[src/rtl/booth_prod_accum.sv]
// rtl/booth_prod_accum.sv - saturating signed MAC back end for the Booth multiplier
// Accumulates products per frame; presents sum, term count and overflow on valid/ready.
module booth_prod_accum #(
  parameter int SIZE  = 8,
  parameter int ACC_W = 24,
  parameter int CNT_W = 8
) (
  input  logic               clk,
  input  logic               rst_n,
  input  logic [2*SIZE-1:0]  prod,
  input  logic               prod_valid,
  input  logic               prod_last,
  output logic               prod_ready,
  input  logic               clear,
  output logic [ACC_W-1:0]   acc_out,
  output logic [CNT_W-1:0]   acc_cnt,
  output logic               acc_ovf,
  output logic               acc_valid,
  input  logic               acc_ready
);

  typedef enum logic {ACCUM = 1'b0, OUT = 1'b1} state_t;

  state_t             r_state;
  logic [ACC_W-1:0]   r_acc;
  logic [CNT_W-1:0]   r_cnt;
  logic               r_ovf;
  logic [ACC_W-1:0]   r_acc_out;
  logic [CNT_W-1:0]   r_acc_cnt;
  logic               r_acc_ovf;

  logic [ACC_W:0]     w_ext;
  logic [ACC_W:0]     w_sum;
  logic [ACC_W-1:0]   w_sat;
  logic               w_clamp;
  logic [CNT_W-1:0]   w_cnt_nxt;

  // One guard bit above the accumulator is enough: a 2*SIZE-bit term can at
  // most double the accumulator magnitude, so the sum itself never wraps.
  assign w_ext   = {{(ACC_W+1-2*SIZE){prod[2*SIZE-1]}}, prod};
  assign w_sum   = {r_acc[ACC_W-1], r_acc} + w_ext;
  assign w_clamp = w_sum[ACC_W] ^ w_sum[ACC_W-1];

  always_comb begin
    w_sat = w_sum[ACC_W-1:0];
    if (w_clamp) begin
      w_sat = w_sum[ACC_W] ? {1'b1, {(ACC_W-1){1'b0}}} : {1'b0, {(ACC_W-1){1'b1}}};
    end
  end

  assign w_cnt_nxt = (&r_cnt) ? r_cnt : r_cnt + 1'b1;

  assign prod_ready = rst_n & (r_state == ACCUM);
  assign acc_valid  = (r_state == OUT);
  assign acc_out    = r_acc_out;
  assign acc_cnt    = r_acc_cnt;
  assign acc_ovf    = r_acc_ovf;

  always_ff @(posedge clk or negedge rst_n) begin
    if (!rst_n) begin
      r_state   <= ACCUM;
      r_acc     <= '0;
      r_cnt     <= '0;
      r_ovf     <= 1'b0;
      r_acc_out <= '0;
      r_acc_cnt <= '0;
      r_acc_ovf <= 1'b0;
    end else if (clear) begin
      r_state <= ACCUM;
      r_acc   <= '0;
      r_cnt   <= '0;
      r_ovf   <= 1'b0;
    end else begin
      case (r_state)
        ACCUM: begin
          if (prod_valid) begin
            if (prod_last) begin
              r_acc_out <= w_sat;
              r_acc_cnt <= w_cnt_nxt;
              r_acc_ovf <= r_ovf | w_clamp;
              r_acc     <= '0;
              r_cnt     <= '0;
              r_ovf     <= 1'b0;
              r_state   <= OUT;
            end else begin
              r_acc <= w_sat;
              r_cnt <= w_cnt_nxt;
              r_ovf <= r_ovf | w_clamp;
            end
          end
        end
        OUT: begin
          // No bypass: a product offered during the release cycle waits.
          if (acc_ready) r_state <= ACCUM;
        end
        default: r_state <= ACCUM;
      endcase
    end
  end

endmodule

[config.mk]
export PLATFORM = sky130hd
export DESIGN_NAME = booth_prod_accum
export DESIGN_NICKNAME = d
export VERILOG_FILES = /design/src/rtl/booth_prod_accum.sv
export SDC_FILE = /design/constraint.sdc
export NUM_CORES = 1
export LEC_CHECK = 0
export CORE_ASPECT_RATIO = 1.2
export CORE_UTILIZATION = 55
export DETAILED_ROUTE_END_ITERATION = 7
export PLACE_DENSITY = 0.84
export SYNTH_ARGS = -nofsm -noshare
export SYNTH_HDL_FRONTEND = slang
export SYNTH_SLANG_ARGS = --single-unit
export TNS_END_PERCENT = 100
[constraint.sdc]
create_clock -name clk -period 3.2 [get_ports clk]
set_input_delay 0.48 -clock clk [delete_from_list [all_inputs] [get_ports clk]]
set_output_delay 0.48 -clock clk [all_outputs]
set_load 0.005 [all_outputs]
==> summary.txt <==
Global route
  – Met1 Track Usage GR: 37.91%
  – Largest net degree at the start of global routing: 68
  – Grt peak-use layer: met2
  – Global routing usage summed across all routing layers: 29.07%
  – Met2 track demand over resource: 46.60%
  – GR Util met3: 3.756%
  – GR Overflow Total: 0
  – Initial antenna violation count: 0
  – Wire length of the first global-routing pass: 17.54 mm
  – Number of global-route vias before repair: 3786

Synth
  – Gate count of the mapped netlist: 446
  – Mapped Nets: 494
  – Share of async-settable or async-resettable flops after synthesis: 100.0%
  – Biggest area contributors in the synthesized netlist: sky130_fd_sc_hd__dfrtp_1, sky130_fd_sc_hd__ha_1, sky130_fd_sc_hd__o21ai_0, sky130_fd_sc_hd__nand2_1, sky130_fd_sc_hd__a21oi_1
  – Per-instance average area after synthesis: 9.303 um2
  – Post-synthesis sequential element count: 67
  – Fraction of the yosys area taken by sequential cells: 40.41%
  – Count of different cell masters after synthesis: 55
  – Fraction of synthesized cell area taken by the top area cell type: 40.41%
  – Combinational family with the most area after synthesis: compound AO/OA/AOI/OAI gates
  – Prevailing post-synth register cell: sky130_fd_sc_hd__dfrtp_1
  – Post-synthesis simple-gate area fraction: 12.94%
  – Top cell type by total area after synthesis: sky130_fd_sc_hd__dfrtp_1
  – Share of the synthesized netlist area taken by xor and xnor gates: 5.036%
  – Mapped Area: 0.004149 mm2
  – Synthesized-area fraction occupied by adder cells: 8.022%
  – Fraction of the mapped netlist area in compound gates: 26.03%
  – Number of enable flip-flop cells after synthesis: 0
  – Fraction of synthesized area in multiplexers: 4.524%
  – Synth warnings: 0

Routing
  – Via-per-instance ratio: 5.944
  – Antenna Violating Nets Remaining: 0
  – Drt total wl: 10.59 mm
  – Via count: 3810
  – WL per Instance: 16.53 um
  – Number of remaining DRC errors: 0
  – Count of TritonRoute iterations in the first routing pass: 4
  – Iteration-0 DRC count of the detailed router: 193

Critical path
  – Startpoint kind of the worst setup timing path: input pin
  – Reg-to-reg slack, setup: 0.28 ns
  – Slowest cell on crit path: sky130_fd_sc_hd__o41ai_1
  – CP Capture Type: flip-flop
  – CP peak stage delay: 0.57 ns
  – Critical register-to-register path startpoint: r_acc[0]
  – Total stage count of the critical path: 13
  – Critical path data arrival time: 3.35 ns
  – Crit. Startpoint: prod[0]
  – Top cell family by delay on the critical path: compound AO/OA/AOI/OAI gates
  – Cells on worst reg2reg path: 12
  – Crit-path cells: clkdlybuf4s50_1 > ha_1 > inv_1 > fa_1 > nor2b_2 > o31ai_4 > a31oi_2 > buf_4 > o41ai_1 > nor3_1 > a211o_1 > o21ai_1 > mux2_2
  – Crit path buffers/inverters: 3
  – Startpoint-to-endpoint class of the critical path: input pin to flip-flop
  – Required time at the worst-slack endpoint: 3.50 ns
  – Max Fanout on Critical Path: 3

Worst hold path
  – Worst min path class: input pin to async pin

Timing
  – Worst-case setup margin in the final layout: 0.1459 ns
  – Largest clock skew in the final design: 0.007821 ns
  – Min Clock Period, post-route: 3.054 ns
  – Final hold violation count: 0
  – Worst slack on hold paths: 0.3634 ns
  – Share of the clock period used by the worst path after layout: 95.44%
  – Max Transition Viols Final: 0
  – Measured slew at the worst slew-check pin: 0.8381 ns
  – Normalized max-slew margin: 44.13%
  – Final setup violation count: 0
  – Maximum clock frequency: 327.4 MHz

Clock network
  – Cts bufs inserted: 9
  – Post-CTS clock slew at the launch and capture registers of the worst setup and hold paths: 0.07 ns
  – TritonCTS clock tree: done
  – CTS Buffer Depth: 2
  – Clk Latency, worst-skew pair: 0.36 ns
  – CTS Sinks: 67
  – Clock root buffer: sky130_fd_sc_hd__clkbuf_8
  – Htree depth: 3
  – Buffers inserted by post-CTS timing repair: 0

Floorplan
  – Core Region: 0.007274 mm2
  – Die boundary width: 81.29 um
  – Initial Utilization: 57.03%
  – Die span in y: 97.15 um
  – Full die area: 0.007896 mm2
  – Number of rows created at floorplan: 34
  – Number of top-level pins: 57

Placement
  – GPL Wtd Cong: 0.8778
  – Area after detailed placement: 0.005142 mm2
  – Post-placement setup slack: -0.2205 ns
  – Dpl hpwl: 7.552 mm
  – Number of buffer cells added on primary ports: 56

Cells and area
  – Nets@finish: 594
  – Share of layout cells above drive strength 1: 17.60%
  – # fillers: 498
  – Most frequent cells in the layout: sky130_fd_sc_hd__dfrtp_1, sky130_fd_sc_hd__clkdlybuf4s50_1, sky130_fd_sc_hd__buf_4
  – # diodes: 0
  – Commonest non-fill, non-tap cell in the layout: sky130_fd_sc_hd__dfrtp_1
  – Area grow syn2layout: 29.34%
  – Cell area after layout: 0.005366 mm2

Pwr
  – Switching fraction of total power: 30.16%
  – Sequential share of power: 38.4%
  – Leak Pwr: 2.412 nW
  – Total power after layout: 0.002771 W
  – Highest ir drop seen on vdd: 0.3625 mV
  – Relative contribution of the clock network to total power: 28.1%
  – Internal power consumption: 0.001936 W
  – Combinational group share of total power: 33.4%
  – Power per cell area: 516.4 mW/mm2
  – Net Switching: 0.0008357 W

Flow run
  – Total of max-cap violations: 0

Run status
  – Outcome: complete, no violations
-- cell families after synthesis --
| kind of cell | Yosys count |
|---|---|
| xor+xnor | 23 |
| flops | 67 |
| fa+ha+maj | 26 |
| buf+inv | 31 |
| simple gates | 114 |
| compound gates | 168 |
| mux | 17 |
-- power by group through the flow --
stage                     combinational, W  sequential, W  clock, W
after detailed placement          0.000915        0.00108         0
after global placement            0.000895        0.00107         0
after floorplan                   0.000442        0.00107         0
after CTS                         0.000927        0.00106  0.000786
after global routing               0.00101        0.00108  0.000818
final                             0.000927        0.00106  0.000780
-- worst reg2reg max path, stage by stage, from the launching register on --
cell and delay, ns:
sky130_fd_sc_hd__dfrtp_1 0.41, sky130_fd_sc_hd__ha_1 0.22, sky130_fd_sc_hd__inv_1 0.07, sky130_fd_sc_hd__fa_1 0.22, sky130_fd_sc_hd__nor2b_2 0.08, sky130_fd_sc_hd__o31ai_4 0.21, sky130_fd_sc_hd__a31oi_2 0.18, sky130_fd_sc_hd__buf_4 0.17
sky130_fd_sc_hd__o41ai_1 0.57, sky130_fd_sc_hd__nor3_1 0.11, sky130_fd_sc_hd__a211o_1 0.29, sky130_fd_sc_hd__o21ai_1 0.16, sky130_fd_sc_hd__mux2_2 0.17
-- routing by layer --
metal  wire (um)  vias to the layer above  share of wire [%]
met2        5246                      117                 50
met1        4548                     1833                 43
met5           0                        -                  0
met3         431                       29                4.1
li1            -                     1831                  -
met4         366                        0                3.5
-- cell type report --
| type | count | area, um2 | area share [%] |
|---|---|---|---|
| Inverter | 9 | 33.78 | 0.6295 |
| Tap cell | 90 | 112.6 | 2.098 |
| Sequential cell | 67 | 1677 | 31.24 |
| Timing Repair Buffer | 111 | 968.4 | 18.05 |
| Multi-Input combinational cell | 348 | 2359 | 43.95 |
| Clock buffer | 10 | 127.6 | 2.378 |
| Clock inverter | 6 | 88.84 | 1.655 |
-- repair_timing --
action                                 in CTS  in global routing
endpoints found under the hold margin       0                  0
hold buffers                                0                  0
resized for setup                           0                  2
setup endpoints to repair                   0                 17
-- final timing paths --
path,endpoint
worst max-delay path,acc_out[18]
worst min-delay path,acc_out[7]
worst max register to register,acc_out[18]
worst min register to register,acc_cnt[2]
max in group asynchronous,r_acc[14]
min in group clk,acc_cnt[2]
-- cells in the mapped netlist (13+ instances only) --
master	instances
sky130_fd_sc_hd__dfrtp_1	67
sky130_fd_sc_hd__mux2_2	14
sky130_fd_sc_hd__nand3_1	13
sky130_fd_sc_hd__xnor2_1	13
sky130_fd_sc_hd__a21oi_1	33
sky130_fd_sc_hd__o21ai_1	24
sky130_fd_sc_hd__nor2_1	14
sky130_fd_sc_hd__o21ai_0	44
sky130_fd_sc_hd__nand2_1	50
sky130_fd_sc_hd__a22o_1	14
sky130_fd_sc_hd__ha_1	25
sky130_fd_sc_hd__clkbuf_1	14
-- metrics by stage --
stage | instances | TNS, ns | util [%]
2_1_floorplan | 446 | 0 | -
3_5_place_dp | 625 | -6.983 | 70.69
6_report | 641 | 0 | 73.77
3_3_place_gp | 625 | -4.010 | 70.69
5_1_grt | 641 | -0.001416 | 73.77
4_1_cts | 641 | 0 | 73.67
-- registers in the layout (all words and copies together) (netlist names) --
signal,count
acc_out,24
r_acc,24
acc_valid,1
acc_ovf,1
r_ovf,1
acc_cnt,8
r_cnt,8
No activity file was read; power rests on OpenSTA's default activity.
